--- src/rtl/inst_mem_stream.sv ---
// Streamed-load instruction memory for the MIPS fetch stage: combinational fetch,
// word-by-word valid/ready loader with a programmable, clamped word count.
module inst_mem_stream #(
  parameter int unsigned         DATA_W    = 32,
  parameter int unsigned         DEPTH     = 32,
  parameter int unsigned         ADDR_W    = 32,
  parameter logic [ADDR_W-1:0]   BASE_ADDR = '0
) (
  input  logic                     clk,
  input  logic                     rst_n,
  input  logic [ADDR_W-1:0]        Address,
  output logic [DATA_W-1:0]        Instruction,
  output logic                     AddrFault,
  input  logic                     LoadStart,
  input  logic [$clog2(DEPTH):0]   LoadCount,
  input  logic                     LoadValid,
  input  logic [DATA_W-1:0]        LoadData,
  output logic                     LoadReady,
  output logic                     Loading,
  output logic                     LoadDone
);

  localparam int unsigned BYTES = DATA_W / 8;
  localparam int unsigned OFF_W = $clog2(BYTES);
  localparam int unsigned IDX_W = $clog2(DEPTH);
  localparam int unsigned CNT_W = IDX_W + 1;
  localparam logic [ADDR_W:0] SPAN = (ADDR_W+1)'(DEPTH * BYTES);

  localparam logic [1:0] IDLE = 2'd0;
  localparam logic [1:0] FILL = 2'd1;
  localparam logic [1:0] DONE = 2'd2;

  logic [DATA_W-1:0] mem [DEPTH];

  logic [1:0]        state_q, state_d;
  logic [IDX_W-1:0]  ptr_q, ptr_d;
  logic [CNT_W-1:0]  rem_q, rem_d;
  logic              ready_q, ready_d;
  logic              loading_q;
  logic              done_q, done_d;
  logic              we;
  logic [CNT_W-1:0]  eff_cnt;

  // Fetch-side address decode
  logic [ADDR_W-1:0] off;
  logic [IDX_W-1:0]  idx;
  logic              below, beyond, misal;

  assign off    = Address - BASE_ADDR;
  assign below  = Address < BASE_ADDR;
  assign beyond = {1'b0, off} >= SPAN;
  assign misal  = (off & ADDR_W'(BYTES - 1)) != '0;
  assign idx    = off[OFF_W +: IDX_W];

  assign AddrFault   = below | beyond | misal;
  assign Instruction = (done_q && !AddrFault) ? mem[idx] : '0;

  assign LoadReady = ready_q;
  assign Loading   = loading_q;
  assign LoadDone  = done_q;

  // Zero or oversize counts mean a full-depth load
  assign eff_cnt = (LoadCount == '0 || LoadCount > CNT_W'(DEPTH)) ? CNT_W'(DEPTH) : LoadCount;

  always_comb begin
    state_d = state_q;
    ptr_d   = ptr_q;
    rem_d   = rem_q;
    we      = 1'b0;
    case (state_q)
      IDLE, DONE: begin
        if (LoadStart) begin
          state_d = FILL;
          ptr_d   = '0;
          rem_d   = eff_cnt;
        end
      end
      FILL: begin
        if (LoadValid && ready_q) begin
          we    = 1'b1;
          ptr_d = ptr_q + IDX_W'(1);
          rem_d = rem_q - CNT_W'(1);
          if (rem_q == CNT_W'(1)) begin
            state_d = DONE;
          end
        end
      end
      default: state_d = IDLE;
    endcase
    ready_d = (state_d == FILL);
    done_d  = (state_d == DONE);
  end

  always_ff @(posedge clk) begin
    if (!rst_n) begin
      state_q   <= IDLE;
      ptr_q     <= '0;
      rem_q     <= '0;
      ready_q   <= 1'b0;
      loading_q <= 1'b0;
      done_q    <= 1'b0;
    end else begin
      state_q   <= state_d;
      ptr_q     <= ptr_d;
      rem_q     <= rem_d;
      ready_q   <= ready_d;
      loading_q <= ready_d;
      done_q    <= done_d;
    end
  end

  // Array is never cleared; reset only suppresses a same-edge write
  always_ff @(posedge clk) begin
    if (rst_n && we) begin
      mem[ptr_q] <= LoadData;
    end
  end

endmodule

--- config.mk ---
export PLATFORM = sky130hd
export DESIGN_NAME = inst_mem_stream
export DESIGN_NICKNAME = d
export VERILOG_FILES = /design/src/rtl/inst_mem_stream.sv
export SDC_FILE = /design/constraint.sdc
export NUM_CORES = 1
export LEC_CHECK = 0
export CELL_PAD_IN_SITES_DETAIL_PLACEMENT = 0
export CELL_PAD_IN_SITES_GLOBAL_PLACEMENT = 1
export CORE_UTILIZATION = 50
export DETAILED_ROUTE_END_ITERATION = 10
export HOLD_SLACK_MARGIN = 0.1
export PLACE_DENSITY_LB_ADDON = 0.1
export SLEW_MARGIN = 25
export SYNTH_ARGS = -nofsm -noshare
export SYNTH_HDL_FRONTEND = slang
export SYNTH_SLANG_ARGS = --single-unit
--- constraint.sdc ---
create_clock -name clk -period 3.2 [get_ports clk]
set_input_delay 0.64 -clock clk [delete_from_list [all_inputs] [get_ports clk]]
set_output_delay 0.64 -clock clk [all_outputs]
set_load 0.05 [all_outputs]
# Word-level counts from Yosys, hierarchy flattened
# Memories as Yosys holds them, arrays and structs flattened.
# Cells that the tools add are included.
[classes]
add_sub_neg = 2
n_lt_le_gt_ge = 3
eq_ne = 7
mux = 16
bitwise = 2
reduce_logical = 11
[op_table]
columns = ["operator", "count"]
rows = [
  ["32-bit by 8-bit >= comparator with 1-bit output (second input constant)", 1],
  ["32-bit by 1-bit < comparator with 1-bit output (second input constant)", 1],
  ["32-bit two-way mux", 1],
  ["32-bit nonzero test", 1],
  ["6-bit two-way mux", 3],
  ["6-bit one-hot mux with 2 select lines", 1],
  ["5-bit two-way mux", 2],
  ["5-bit one-hot mux with 2 select lines", 1],
  ["6-bit by 1-bit == test with 1-bit output (second input constant)", 1],
  ["6-bit > comparator (second input constant)", 1],
  ["6-bit logical NOT", 1],
  ["2-bit two-way mux", 3],
  ["6-bit by 1-bit subtractor with 6-bit output (second input constant)", 1],
  ["5-bit by 1-bit adder with 5-bit output (second input constant)", 1],
  ["2-bit by 1-bit == test with 1-bit output (second input constant)", 2],
  ["2-bit == test (second input constant)", 2],
  ["1-bit two-way mux", 4],
  ["2-bit != test (second input constant)", 2],
  ["2-bit one-hot mux with 2 select lines", 1],
  ["1-bit logical AND", 3],
  ["3-bit AND reduction", 1],
  ["2-bit logical NOT", 1],
  ["1-bit bitwise OR", 2],
  ["2-bit nonzero test", 1],
  ["other kinds (3)", 3],
]
[word_totals]
register_bits = 15
mem_bits_rw = 1024
in_bits = 74
wordCells = 47
mem_count = 1
[memory_table]
columns = ["name", "depth", "word_bits", "rd", "rd_clocked_by_memory_dff", "wr", "line_no", "source"]
rows = [
  ["mem", 32, 32, 1, 0, 1, "33", "logic [DATA_W-1:0] mem [DEPTH];"],
]

# Logic depth before layout (Yosys ltp)
[depth]
word_depth = 6
mapped_depth = 7

# Least setup slack after synthesis
# OpenSTA, ideal clock, no wires.
[synth_path]
path_kind = "input to output"
start = "input port Address[22]"
end = "output port Instruction[21]"
arrival_time_ns = 3.330
t_required_ns = 2.560
setup_slack_ns = -0.770
cell_stages = 6
cell_sequence = "nor4_1 nand2_1 or4_1 clkbuf_2 clkbuf_8 nor4_1"
[synth_between]
elab_chain_cells = 6
word_cells_on_any_way = 7
cone_classes = "2 x order compare; 1 x mux; 2 x bitwise; 2 x reduce/logical"
[synth_lines]
columns = ["item", "line_no", "source"]
rows = [
  ["start, declared", "11", "input logic [ADDR_W-1:0] Address,"],
  ["32-bit by 1-bit < comparator with 1-bit output / 32-bit by 8-bit >= comparator with 1-bit output (equally long branches)", "50, 51", ""],
  ["1-bit bitwise OR * (2 in series)", "55", "assign AddrFault = below | beyond | misal;"],
  ["1-bit logical NOT *", "56", "assign Instruction = (done_q && !AddrFault) ? mem[idx] : '0;"],
  ["1-bit logical AND *", "56", ""],
  ["32-bit two-way mux *", "56", ""],
  ["end, declared", "12", "output logic [DATA_W-1:0] Instruction,"],
]
# Every way passes the cells marked *; elsewhere a longest branch is shown, timed or not.

# Worst setup path in the final report
[layout_path]
start = "input port Address[26]"
end = "output port Instruction[19]"
# Same word-level chain as after synthesis.

==> results.sh <==
export IMPL_synth_top_area_share_pct=77.5
export IMPL_clock_skew_ps=25.6
export IMPL_dieHeight_microns=284
export IMPL_grt_antenna_before_repair=0
export IMPL_cp_data_arrival_time_ps=2640
export IMPL_hold_path_class="in -> reg"
export IMPL_placement_cell_area_sq_um=44700
export IMPL_ioPinCount=110
export IMPL_cts_buffers=104
export IMPL_synth_cell_types=50
export IMPL_hold_violations=0
export IMPL_fillers=5339
export IMPL_die_w_microns=284
export IMPL_multi_input_area_sq_um=8960
export IMPL_clkSinkCount=1039
export IMPL_dp_hpwl_mm=59.3
export IMPL_worst_slack_ps=-83.1
export IMPL_drtIter0Drc=1996
export IMPL_syn_area_per_cell_sq_um=23.4
export IMPL_viasPerCell=6.09
export IMPL_tightest_slew_ps=1050
export IMPL_violations="negative setup slack"
export IMPL_drtPass1Iterations=5
export IMPL_synthFlopType="edfxtp_1"
export IMPL_synth_ff_latch_count=1039
export IMPL_power_leakage_uw=0.0155
export IMPL_worstPathRequired_ps=2560
export IMPL_startpoint="Address[26]"
export IMPL_insertion_delay_ps=670
export IMPL_port_buffers=109
export IMPL_globalRouteOverflowTotal=0
export IMPL_wl_mm=100
export IMPL_finalSetupViolCount=19
export IMPL_synthTopCellsByArea="edfxtp_1 77%, mux4_2 16%, o22ai_1 0.98%, nor2_1 0.79%, dfxtp_1 0.76%"
export IMPL_ff_latch_area_sq_um=31000
export IMPL_synth_area_sq_um=39700
export IMPL_yosys_top_cells_count="1024 x edfxtp_1, 281 x mux4_2, 84 x nor2_1"
export IMPL_grt_usage_pct=25.4
export IMPL_drv_slew=0
export IMPL_postRouteAntennaNets=0
export IMPL_layout_cells_non_filler=3192
export IMPL_cts_buffer_depth=3
export IMPL_ir_worst_vdd_mv=0.465
export IMPL_via_count=19400
export IMPL_floorplan_initialDensity_pct=50.9
export IMPL_syn_inst=1697
export IMPL_cp_start_kind="primary input"
export IMPL_worst_hold_slack_ps=475
export IMPL_clkTransAtPathRegs_ps=60
export IMPL_worstSetupPathType="in -> out"
export IMPL_cp_max_fo=8
export IMPL_grt_pass1_vias=20300
export IMPL_fin_crit_ps=3280
export IMPL_min_period_over_period_pct=103
export IMPL_syn_nets=1777
export IMPL_rows=102
export IMPL_cts_tree="done"
export IMPL_end_kind="output port"
export IMPL_rr_startpoint="state_q[0]"
export IMPL_core_sq_um=78000
export IMPL_max_freq_mhz=305
export IMPL_status="finished, violations left"
export IMPL_synth_most_common_cell="edfxtp_1"
export IMPL_timing_max_slew_rel_slack_pct=29.7
export IMPL_synthArstFlopShare_pct=0
export IMPL_grt_max_degree=33
export IMPL_yosys_warnings=0
export IMPL_min_from="LoadData[16]"
export IMPL_drv_cap=0
export IMPL_htreeDepth=3
export IMPL_rsz0062_at_grt="true"
export IMPL_syn_to_final_growth_pct=23.0
export IMPL_yosysSeqAreaShare_pct=78.2
export IMPL_dpl_cell_count=2981
export IMPL_synth_edff_count=1024
export IMPL_drc_errors=0
export IMPL_dieArea_sq_um=80500
export IMPL_p_per_area_nw_per_um2=574
export IMPL_gp_congestion=0.812
export IMPL_synth_top_area_cell="edfxtp_1"
export IMPL_nets=2157
export IMPL_total_power_uw=28000
export IMPL_final_area_sq_um=48800
export IMPL_grt_pass1_wl_mm=145
export IMPL_diodes=0
export IMPL_drive_above_1_share_pct=39.4
export IMPL_finish_utilization_pct=62.6
export IMPL_wire_per_inst_microns=31.4
export IMPL_cts_root_buffer="clkbuf_16"
layer usage:
layer  vias to the layer above  track usage, %  routed length, microns
met5                         -               0                       0
met4                         0            6.07                    1980
met3                       137            4.86                    6620
met2                       636            40.0                   48700
met1                     10600            36.9                   43000
li1                       8086               -                       -
timing repair:
action,CTS,global route
cloned,6,1
gates resized for setup,145,49
endpoints found under the setup margin,32,30
setup buffers,13,23
hold buffers,0,0
endpoints found under the hold margin,0,0
pin swaps,33,29
stage by stage:
step           worst slack (ps)  TNS (ps)
2_1_floorplan              -229     -3990
5_1_grt                    -141     -1930
3_3_place_gp               -441     -9860
6_report                  -83.1      -717
4_1_cts                   -99.5     -1070
3_5_place_dp               -423     -8830
cell type report:
cell class	count	share of cell area [%]
Inverter	9	0.0692
Clock buffer	134	5.69
Timing Repair Buffer	367	8.75
Multi-Input combinational cell	556	18.4
Tap cell	1040	2.67
Clock inverter	47	0.864
Sequential cell	1039	63.6
state kept, by name (all words and copies together), names as in the netlist:
register / flops
mem: 1024
ptr_q: 5
rem_q: 6
Loading: 1
LoadDone: 1
state_q: 2
placed cells by master (no fill, tap or decap), types with 5 or more instances in the layout:
cell                n
a21oi_1            11
buf_2              19
buf_6              34
ha_1                6
o22ai_1            59
clkbuf_16         107
nand2_1            12
nor4_4             32
clkdlybuf4s15_1    10
clkbuf_1           26
buf_12             89
nor2_4             51
bufinv_16           6
nor2_2              8
clkdlybuf4s50_1    31
inv_1               8
nor2_1             25
clkbuf_2            7
dlygate4sd2_1       5
buf_16              8
clkinv_2           11
buf_4             158
edfxtp_1         1024
clkinv_1           22
mux4_2            283
dfxtp_1            15
worst paths after layout:
path	endpoint	slack (ps)	cells after the start
max reg2reg	mem[1][13]	1030	6
max	Instruction[19]	-80	8
min reg2reg	rem_q[1]	480	2
min	mem[7][16]	480	1
cells by family after synthesis:
kind of cell             count (synthesis)  synth area share, %
XOR/XNOR                                 3               0.0662
flip-flops                            1039                 78.2
AND/OR/NAND/NOR                        165                 2.03
adder cells (fa/ha/maj)                  6                0.189
buffers and inverters                  102                 1.60
AO/OA/AOI/OAI                           91                 1.47
multiplexers                           291                 16.4
power by group:
part           internal, uW  leakage (uW)  switching [uW]
combinational           696       0.00461             811
sequential            15000       0.00932            11.6
clock                  6580       0.00155            4980
critical path: stages:
cell and delay [ps]:
clkdlybuf4s15_1 190, nor4_2 300, nand2_1 100, or4_4 540, buf_12 190, buf_12 150, nor4_4 320, buf_12 180
Note: power is estimated with default switching activity, not from simulation.
